File: src/rtl/trigger_sequencer_if.sv
// trigger_sequencer_if: byte-wide serial register bus shared by the trigger-path modules
interface trigger_sequencer_if;
    logic [7:0]  reg_cmd;
    logic [15:0] reg_bytecount;
    logic [7:0]  reg_data_in;
    logic [7:0]  reg_data_out;
    logic        reg_read;
    logic        reg_write;
    modport master (output reg_cmd, reg_bytecount, reg_data_in, reg_read, reg_write, input reg_data_out);
    modport slave  (input reg_cmd, reg_bytecount, reg_data_in, reg_read, reg_write, output reg_data_out);
endinterface

File: src/rtl/trigger_sequencer.sv
// trigger_sequencer: armed trigger_in edge -> delay -> pulse train; TRIG_SEQ_AUTO_REARM_EN enables CTRL bit1 auto re-arm
module trigger_sequencer #(
    parameter logic [7:0] CMD_DELAY  = 8'h20,
    parameter logic [7:0] CMD_WIDTH  = 8'h21,
    parameter logic [7:0] CMD_GAP    = 8'h22,
    parameter logic [7:0] CMD_COUNT  = 8'h23,
    parameter logic [7:0] CMD_CTRL   = 8'h24,
    parameter logic [7:0] CMD_STATUS = 8'h25
) (
    input  logic                clk_usb,
    input  logic                reset,
    input  logic                trigger_in,
    trigger_sequencer_if.slave  bus,
    output logic                trigger,
    output logic                busy
);
    typedef enum logic [2:0] {
        S_IDLE  = 3'd0,
        S_ARMED = 3'd1,
        S_DELAY = 3'd2,
        S_PULSE = 3'd3,
        S_GAP   = 3'd4,
        S_DONE  = 3'd5
    } state_t;

`ifdef TRIG_SEQ_AUTO_REARM_EN
    localparam logic [1:0] CTRL_MASK = 2'b11;
`else
    localparam logic [1:0] CTRL_MASK = 2'b01;
`endif

    state_t          state, state_n;
    logic [3:0][7:0] delay_r;
    logic [1:0][7:0] width_r;
    logic [3:0][7:0] gap_r;
    logic [7:0]      count_r;
    logic [1:0]      ctrl;
    logic [31:0]     cnt, cnt_n;
    logic [15:0]     lat_w;
    logic [31:0]     lat_gap;
    logic [7:0]      lat_cnt;
    logic [7:0]      pulses, pulses_n;
    logic [15:0]     bc;
    logic [15:0]     width_ev;
    logic            trig_q, trig_n, latch, abort, cfg_wr;

    assign bc       = bus.reg_bytecount;
    assign busy     = state inside {S_DELAY, S_PULSE, S_GAP};
    assign cfg_wr   = bus.reg_write && !busy;
    assign abort    = bus.reg_write && bus.reg_cmd == CMD_CTRL && bc == 16'd0 && !bus.reg_data_in[0];
    assign width_ev = (width_r == '0) ? 16'd1 : width_r;

    // Config registers: byte-addressed writes, timing registers locked while a sequence runs
    always_ff @(posedge clk_usb) begin
        if (reset) begin
            delay_r <= '0;
            width_r <= 16'd1;
            gap_r   <= '0;
            count_r <= 8'd1;
            ctrl    <= '0;
        end else begin
            if (cfg_wr && bus.reg_cmd == CMD_DELAY && bc < 16'd4) delay_r[bc[1:0]] <= bus.reg_data_in;
            if (cfg_wr && bus.reg_cmd == CMD_WIDTH && bc < 16'd2) width_r[bc[0]] <= bus.reg_data_in;
            if (cfg_wr && bus.reg_cmd == CMD_GAP && bc < 16'd4) gap_r[bc[1:0]] <= bus.reg_data_in;
            if (cfg_wr && bus.reg_cmd == CMD_COUNT && bc == 16'd0) count_r <= bus.reg_data_in;
            if (bus.reg_write && bus.reg_cmd == CMD_CTRL && bc == 16'd0) ctrl <= bus.reg_data_in[1:0] & CTRL_MASK;
            if (state == S_DONE && !ctrl[1]) ctrl[0] <= 1'b0;
        end
    end

    // Sequencer state, counters and the timing values latched at the trigger event
    always_ff @(posedge clk_usb) begin
        if (reset) begin
            state   <= S_IDLE;
            trigger <= 1'b0;
            cnt     <= '0;
            pulses  <= '0;
            trig_q  <= 1'b0;
            lat_w   <= 16'd1;
            lat_gap <= '0;
            lat_cnt <= 8'd1;
        end else begin
            state   <= state_n;
            trigger <= trig_n;
            cnt     <= cnt_n;
            pulses  <= pulses_n;
            trig_q  <= trigger_in;
            if (latch) begin
                lat_w   <= width_ev;
                lat_gap <= gap_r;
                lat_cnt <= (count_r == 8'd0) ? 8'd1 : count_r;
            end
        end
    end

    // Next state: cnt holds remaining cycles minus one of the current phase
    always_comb begin
        state_n  = state;
        trig_n   = trigger;
        cnt_n    = cnt;
        pulses_n = pulses;
        latch    = 1'b0;
        case (state)
            S_IDLE: begin
                if (ctrl[0]) begin
                    state_n  = S_ARMED;
                    pulses_n = '0;
                end
            end
            S_ARMED: begin
                if (trigger_in && !trig_q) begin
                    latch = 1'b1;
                    if (delay_r == '0) begin
                        state_n = S_PULSE;
                        trig_n  = 1'b1;
                        cnt_n   = {16'd0, width_ev - 16'd1};
                    end else begin
                        state_n = S_DELAY;
                        cnt_n   = delay_r - 32'd1;
                    end
                end
            end
            S_DELAY, S_GAP: begin
                if (cnt == '0) begin
                    state_n = S_PULSE;
                    trig_n  = 1'b1;
                    cnt_n   = {16'd0, lat_w - 16'd1};
                end else begin
                    cnt_n = cnt - 32'd1;
                end
            end
            S_PULSE: begin
                if (cnt == '0) begin
                    pulses_n = pulses + 8'd1;
                    if (pulses_n == lat_cnt) begin
                        state_n = S_DONE;
                        trig_n  = 1'b0;
                    end else if (lat_gap == '0) begin
                        cnt_n = {16'd0, lat_w - 16'd1};
                    end else begin
                        state_n = S_GAP;
                        trig_n  = 1'b0;
                        cnt_n   = lat_gap - 32'd1;
                    end
                end else begin
                    cnt_n = cnt - 32'd1;
                end
            end
            S_DONE: begin
                state_n  = ctrl[1] ? S_ARMED : S_IDLE;
                pulses_n = ctrl[1] ? 8'd0 : pulses;
            end
            default: state_n = S_IDLE;
        endcase
        if (abort) begin
            state_n = S_IDLE;
            trig_n  = 1'b0;
        end
    end

    // Combinational read mux; zero when not reading or out of range
    always_comb begin
        bus.reg_data_out = 8'h00;
        if (bus.reg_read) begin
            case (bus.reg_cmd)
                CMD_DELAY:  bus.reg_data_out = (bc < 16'd4) ? delay_r[bc[1:0]] : 8'h00;
                CMD_WIDTH:  bus.reg_data_out = (bc < 16'd2) ? width_r[bc[0]] : 8'h00;
                CMD_GAP:    bus.reg_data_out = (bc < 16'd4) ? gap_r[bc[1:0]] : 8'h00;
                CMD_COUNT:  bus.reg_data_out = (bc == 16'd0) ? count_r : 8'h00;
                CMD_CTRL:   bus.reg_data_out = (bc == 16'd0) ? {6'd0, ctrl} : 8'h00;
                CMD_STATUS: bus.reg_data_out = (bc == 16'd0) ? {5'd0, state} : (bc == 16'd1) ? pulses : 8'h00;
                default:    bus.reg_data_out = 8'h00;
            endcase
        end
    end
endmodule

File: src/flat_wrapper.sv
// flat-port wrapper written by rule: the top's interface ports become plain ports
module trigger_sequencer_flat 
#(
    parameter logic [7:0] CMD_DELAY  = 8'h20,
    parameter logic [7:0] CMD_WIDTH  = 8'h21,
    parameter logic [7:0] CMD_GAP    = 8'h22,
    parameter logic [7:0] CMD_COUNT  = 8'h23,
    parameter logic [7:0] CMD_CTRL   = 8'h24,
    parameter logic [7:0] CMD_STATUS = 8'h25
)
  (clk_usb, reset, trigger_in, trigger, busy, bus_reg_cmd, bus_reg_bytecount, bus_reg_data_in, bus_reg_read, bus_reg_write, bus_reg_data_out);
  trigger_sequencer_if bus_i ();
  input  logic clk_usb;
  input  logic reset;
  input  logic trigger_in;
  output logic trigger;
  output logic busy;
  input wire logic [$bits(bus_i.reg_cmd)-1:0] bus_reg_cmd;
  input wire logic [$bits(bus_i.reg_bytecount)-1:0] bus_reg_bytecount;
  input wire logic [$bits(bus_i.reg_data_in)-1:0] bus_reg_data_in;
  input wire logic [$bits(bus_i.reg_read)-1:0] bus_reg_read;
  input wire logic [$bits(bus_i.reg_write)-1:0] bus_reg_write;
  output wire logic [$bits(bus_i.reg_data_out)-1:0] bus_reg_data_out;
  assign bus_i.reg_cmd = bus_reg_cmd;
  assign bus_i.reg_bytecount = bus_reg_bytecount;
  assign bus_i.reg_data_in = bus_reg_data_in;
  assign bus_i.reg_read = bus_reg_read;
  assign bus_i.reg_write = bus_reg_write;
  assign bus_reg_data_out = bus_i.reg_data_out;
  trigger_sequencer #(.CMD_DELAY(CMD_DELAY), .CMD_WIDTH(CMD_WIDTH), .CMD_GAP(CMD_GAP), .CMD_COUNT(CMD_COUNT), .CMD_CTRL(CMD_CTRL), .CMD_STATUS(CMD_STATUS)) u_core (.clk_usb(clk_usb), .reset(reset), .trigger_in(trigger_in), .bus(bus_i), .trigger(trigger), .busy(busy));
endmodule
File: config.mk
export PLATFORM = sky130hd
export DESIGN_NAME = trigger_sequencer_flat
export DESIGN_NICKNAME = d
export VERILOG_FILES = /design/src/rtl/trigger_sequencer_if.sv /design/src/rtl/trigger_sequencer.sv /design/src/flat_wrapper.sv
export SDC_FILE = /design/constraint.sdc
export NUM_CORES = 1
export LEC_CHECK = 0
export BUFFER_PORTS_ARGS = -buffer_cell sky130_fd_sc_hd__buf_2
export CAP_MARGIN = 20
export CORE_MARGIN = 2
export CORE_UTILIZATION = 34
export CTS_CLUSTER_DIAMETER = 120
export CTS_CLUSTER_SIZE = 10
export DETAILED_ROUTE_END_ITERATION = 10
export PLACE_DENSITY_LB_ADDON = 0.12
export SLEW_MARGIN = 20
export SYNTH_ARGS = -nofsm -noshare
export SYNTH_HDL_FRONTEND = slang
export SYNTH_SLANG_ARGS = --single-unit
File: constraint.sdc
create_clock -name clk_usb -period 7.5 [get_ports clk_usb]
set_input_delay 0.375 -clock clk_usb [delete_from_list [all_inputs] [get_ports clk_usb]]
set_output_delay 0.375 -clock clk_usb [all_outputs]
set_load 0.05 [all_outputs]
==> results.md <==
* Netlist cell types at 65
* Area Growth Syn to Fin at 10.1%
* Post-CTS resize count at 0
* # setup viols final at 0
* Post-synth top flop: dfxtp_1
* Core area at between 30000 and 40000 um2
* WS Path Type: register to register
* Buf/Inv on CP at 3
* CTS tree: built
* Critical path launch point type: register
* Cts hold-fix bufs at 0
* Longest Clk Path Bufs at 2
* Cell depth of the worst flop-to-flop path at 9
* Global-route wire length before repair at 63000 um
* Synth top area cells: dfxtp_1 (34%), nand2_1 (7.1%), a21oi_1 (6.5%), nor2_1 (5.2%), xor2_1 (4.3%)
* Post-synth top area cell: dfxtp_1
* First-pass iteration count of the detailed router at 7
* Worst stage delay on the critical path at between 0.6 and 0.7 ns
* Fin crit period at roughly 3.8 ns
* Avg Inst Size Synth at just under 8 um2
* R2R Path Start: u_core.state[0]
* Setup tns final at 0 ns
* Register area at 3800 um2
* Die width at 185 um
* Die area at around 34000 um2
* RR Endpoint: u_core.gap_r[21]
* Final core occ at 37.9%
* PwrDens at between 200 and 250 nW/um2
* FFs w/ async S/R, synth at 0%
* Slew Viols, Final at 0
* Tot Pwr at around 2.7 mW
* Fin worst setup slack at about 3.7 ns
* Global Route Usage Sum at roughly a quarter
* RSZ-0062 raised after global routing: no
* Number of setup buffers added after CTS at 0
* Final Cycle Share at ~51%
* DRT iter0 DRCs at approximately 1.0k
* DRC viols at 0
* Max-cap violations at 0
* CTS H-Tree Depth at 4
* Worst hold margin at approximately 0.14 ns
* Arr. time, crit path at approximately 4.1 ns
* Register-to-register setup slack at around 3.7 ns
* Via/cell ratio at between 5 and 6
* Yosys top cell area share at 34.2%
* Worst slew pin tran at around 1.2 ns
* Worst-path fanout max at 19
* Area of the multi-input gates at 6900 um2
* Initial antenna violation count at 0
* Critical-path top delay cell: clkinv_1
* Hold path cells at 2
* #FFs+latches synth at 190
* Port bufs at 46
* Routed vias at 10.8k
* Hold Path Sink: u_core.trig_q
* Final Hold Viols at 0
* Clock buffer count from CTS at 17
* Most frequent cells in the layout: nand2_1 (210), dfxtp_1 (190), nor2_1 (153)
* Hold Crit Start: trigger_in
* IO Count at 47
* Antenna diodes at 0
* GP Congestion at roughly 0.89
* Final WL at between 40000 and 50000 um
* Worst vdd ir at about 0.17 mV
* Cells after synthesis at approximately 1.4k
* Vias in the first global route at roughly 10k
* Hold Path Class: primary input to register
* CP Capture Type: register
* Layout cells sized above 1 at 9.74%
* EDFF count, synth at 0
* Setup skew after layout at ~0.011 ns
* # nets final at approximately 1.5k
* Critical path's top delay family: simple AND/OR/NAND/NOR gates
* Dpl ws at about 3.8 ns
* Post-DP HPWL at around 30000 um
* Per-cell routed wire length at 22.2 um
* Commonest non-fill, non-tap cell in the layout: nand2_1
* Root buf cell: clkbuf_16
* DRT antenna net count at 0
* Clk_lat worst skew at about 0.46 ns
* Reg clk slew, reported paths at ~0.070 ns
* Largest net degree at the start of global routing at 98
* Slew margin rel. at approximately 23%
* Mapped Area at 11100 um2
* Post-Layout Inst Area at between 10000 and 15000 um2
* Cell count after placement at between 1.5k and 2k
* Site row count at 66
* Die Ht at 185 um
* Post-Syn Nets at ~1.5k
* Leak Pwr at about 4.4 nW
* Fin cells at 1869
* Sequential cell area fraction in the yosys report at 34.2%
* Total grt overflow at 0
* Crit-path cells: nor2_1, mux2i_2, buf_4, clkinv_1, nor3b_1, buf_4, and3_1, mux2i_1, nor2_1
* Worst Path Required at 7.81 ns
* DP Area at between 10000 and 15000 um2
* Filler cell count in the final layout at between 3k and 4k
* Max Fclk at between 200 and 300 MHz
* Initial Util at between 30% and 40%
* Status: completed
* Sink Count at 190
* Synth Warn # at 0
[synth_stat cells (all sizes together), types with 3 or more instances]
master and number:
nand2 210, dfxtp 190, nor2 154, a21oi 145, clkbuf 75, nand3 71
xor2 55, nor3 54, xnor2 49, mux2i 48, nor4 32, o22ai 26
buf 23, o21ai 22, or3 22, or4 20, inv 18, mux4 16
a211oi 15, a311oi 14, nand4 12, o211ai 11, a22oi 10, nor2b 10
and3 9, o32ai 9, a31oi 8, and2 8, ha 8, mux2 8
nand2b 8, o31ai 7, or2 7, a222oi 6, nand4b 6, nor3b 5
nor4b 5, a211o 4, and4 4, nand3b 4, a2bb2oi 3, a32oi 3
[cells by family after synthesis]
family	after synthesis	synth area share (%)
and+or+nand+nor	644	27.6
xor gates and xnor gates	104	8.18
buffers and inverters	117	4.18
muxes	72	8.36
AOI/OAI and AO/OA	297	16.6
adders and majority gates	8	0.899
DFF	190	34.2
[sequential cells by signal, summed over array words and instances, names as in the netlist, 8 cells and up]
register,count
u_core.count_r,8
u_core.cnt,32
u_core.delay_r,32
u_core.lat_w,16
u_core.lat_cnt,8
u_core.gap_r,32
u_core.pulses,8
u_core.lat_gap,32
u_core.width_r,16
[cell type report]
class	count	share of cell area, %
sequential	190	31.0
clock inverter	12	1.00
multi-input combinational	1125	56.2
inverter	19	0.582
tap	442	4.51
timing repair buffer	61	2.85
clock buffer	20	3.81
[routing by layer]
metal | up-vias | routed length (um) | track usage, %
met1 | 5284 | 19900 | 36.0
li1 | 5116 | - | -
met2 | 354 | 18100 | 36.9
met3 | 37 | 2820 | 4.80
met5 | - | 0 | 0
met4 | 0 | 675 | 6.32
[power by group]
part / leakage (nW) / internal, mW / switching (mW)
Combinational: 2.56 / 0.257 / 0.433
Clock: 0.297 / 0.495 / 0.448
Sequential: 1.53 / 1.04 / 0.0369
[worst max-delay path by stage]
stage / from / endpoint / depth (start not counted)
finish: u_core.state[0] / u_core.gap_r[21] / 9
global route: u_core.state[0] / u_core.gap_r[23] / 9
CTS: u_core.state[0] / u_core.gap_r[20] / 9
detailed placement: u_core.state[0] / u_core.gap_r[20] / 9
global placement: u_core.state[0] / u_core.gap_r[22] / 9
floorplan: bus_reg_cmd[4] / bus_reg_data_out[2] / 7
Power figures use the tool's default switching activity.
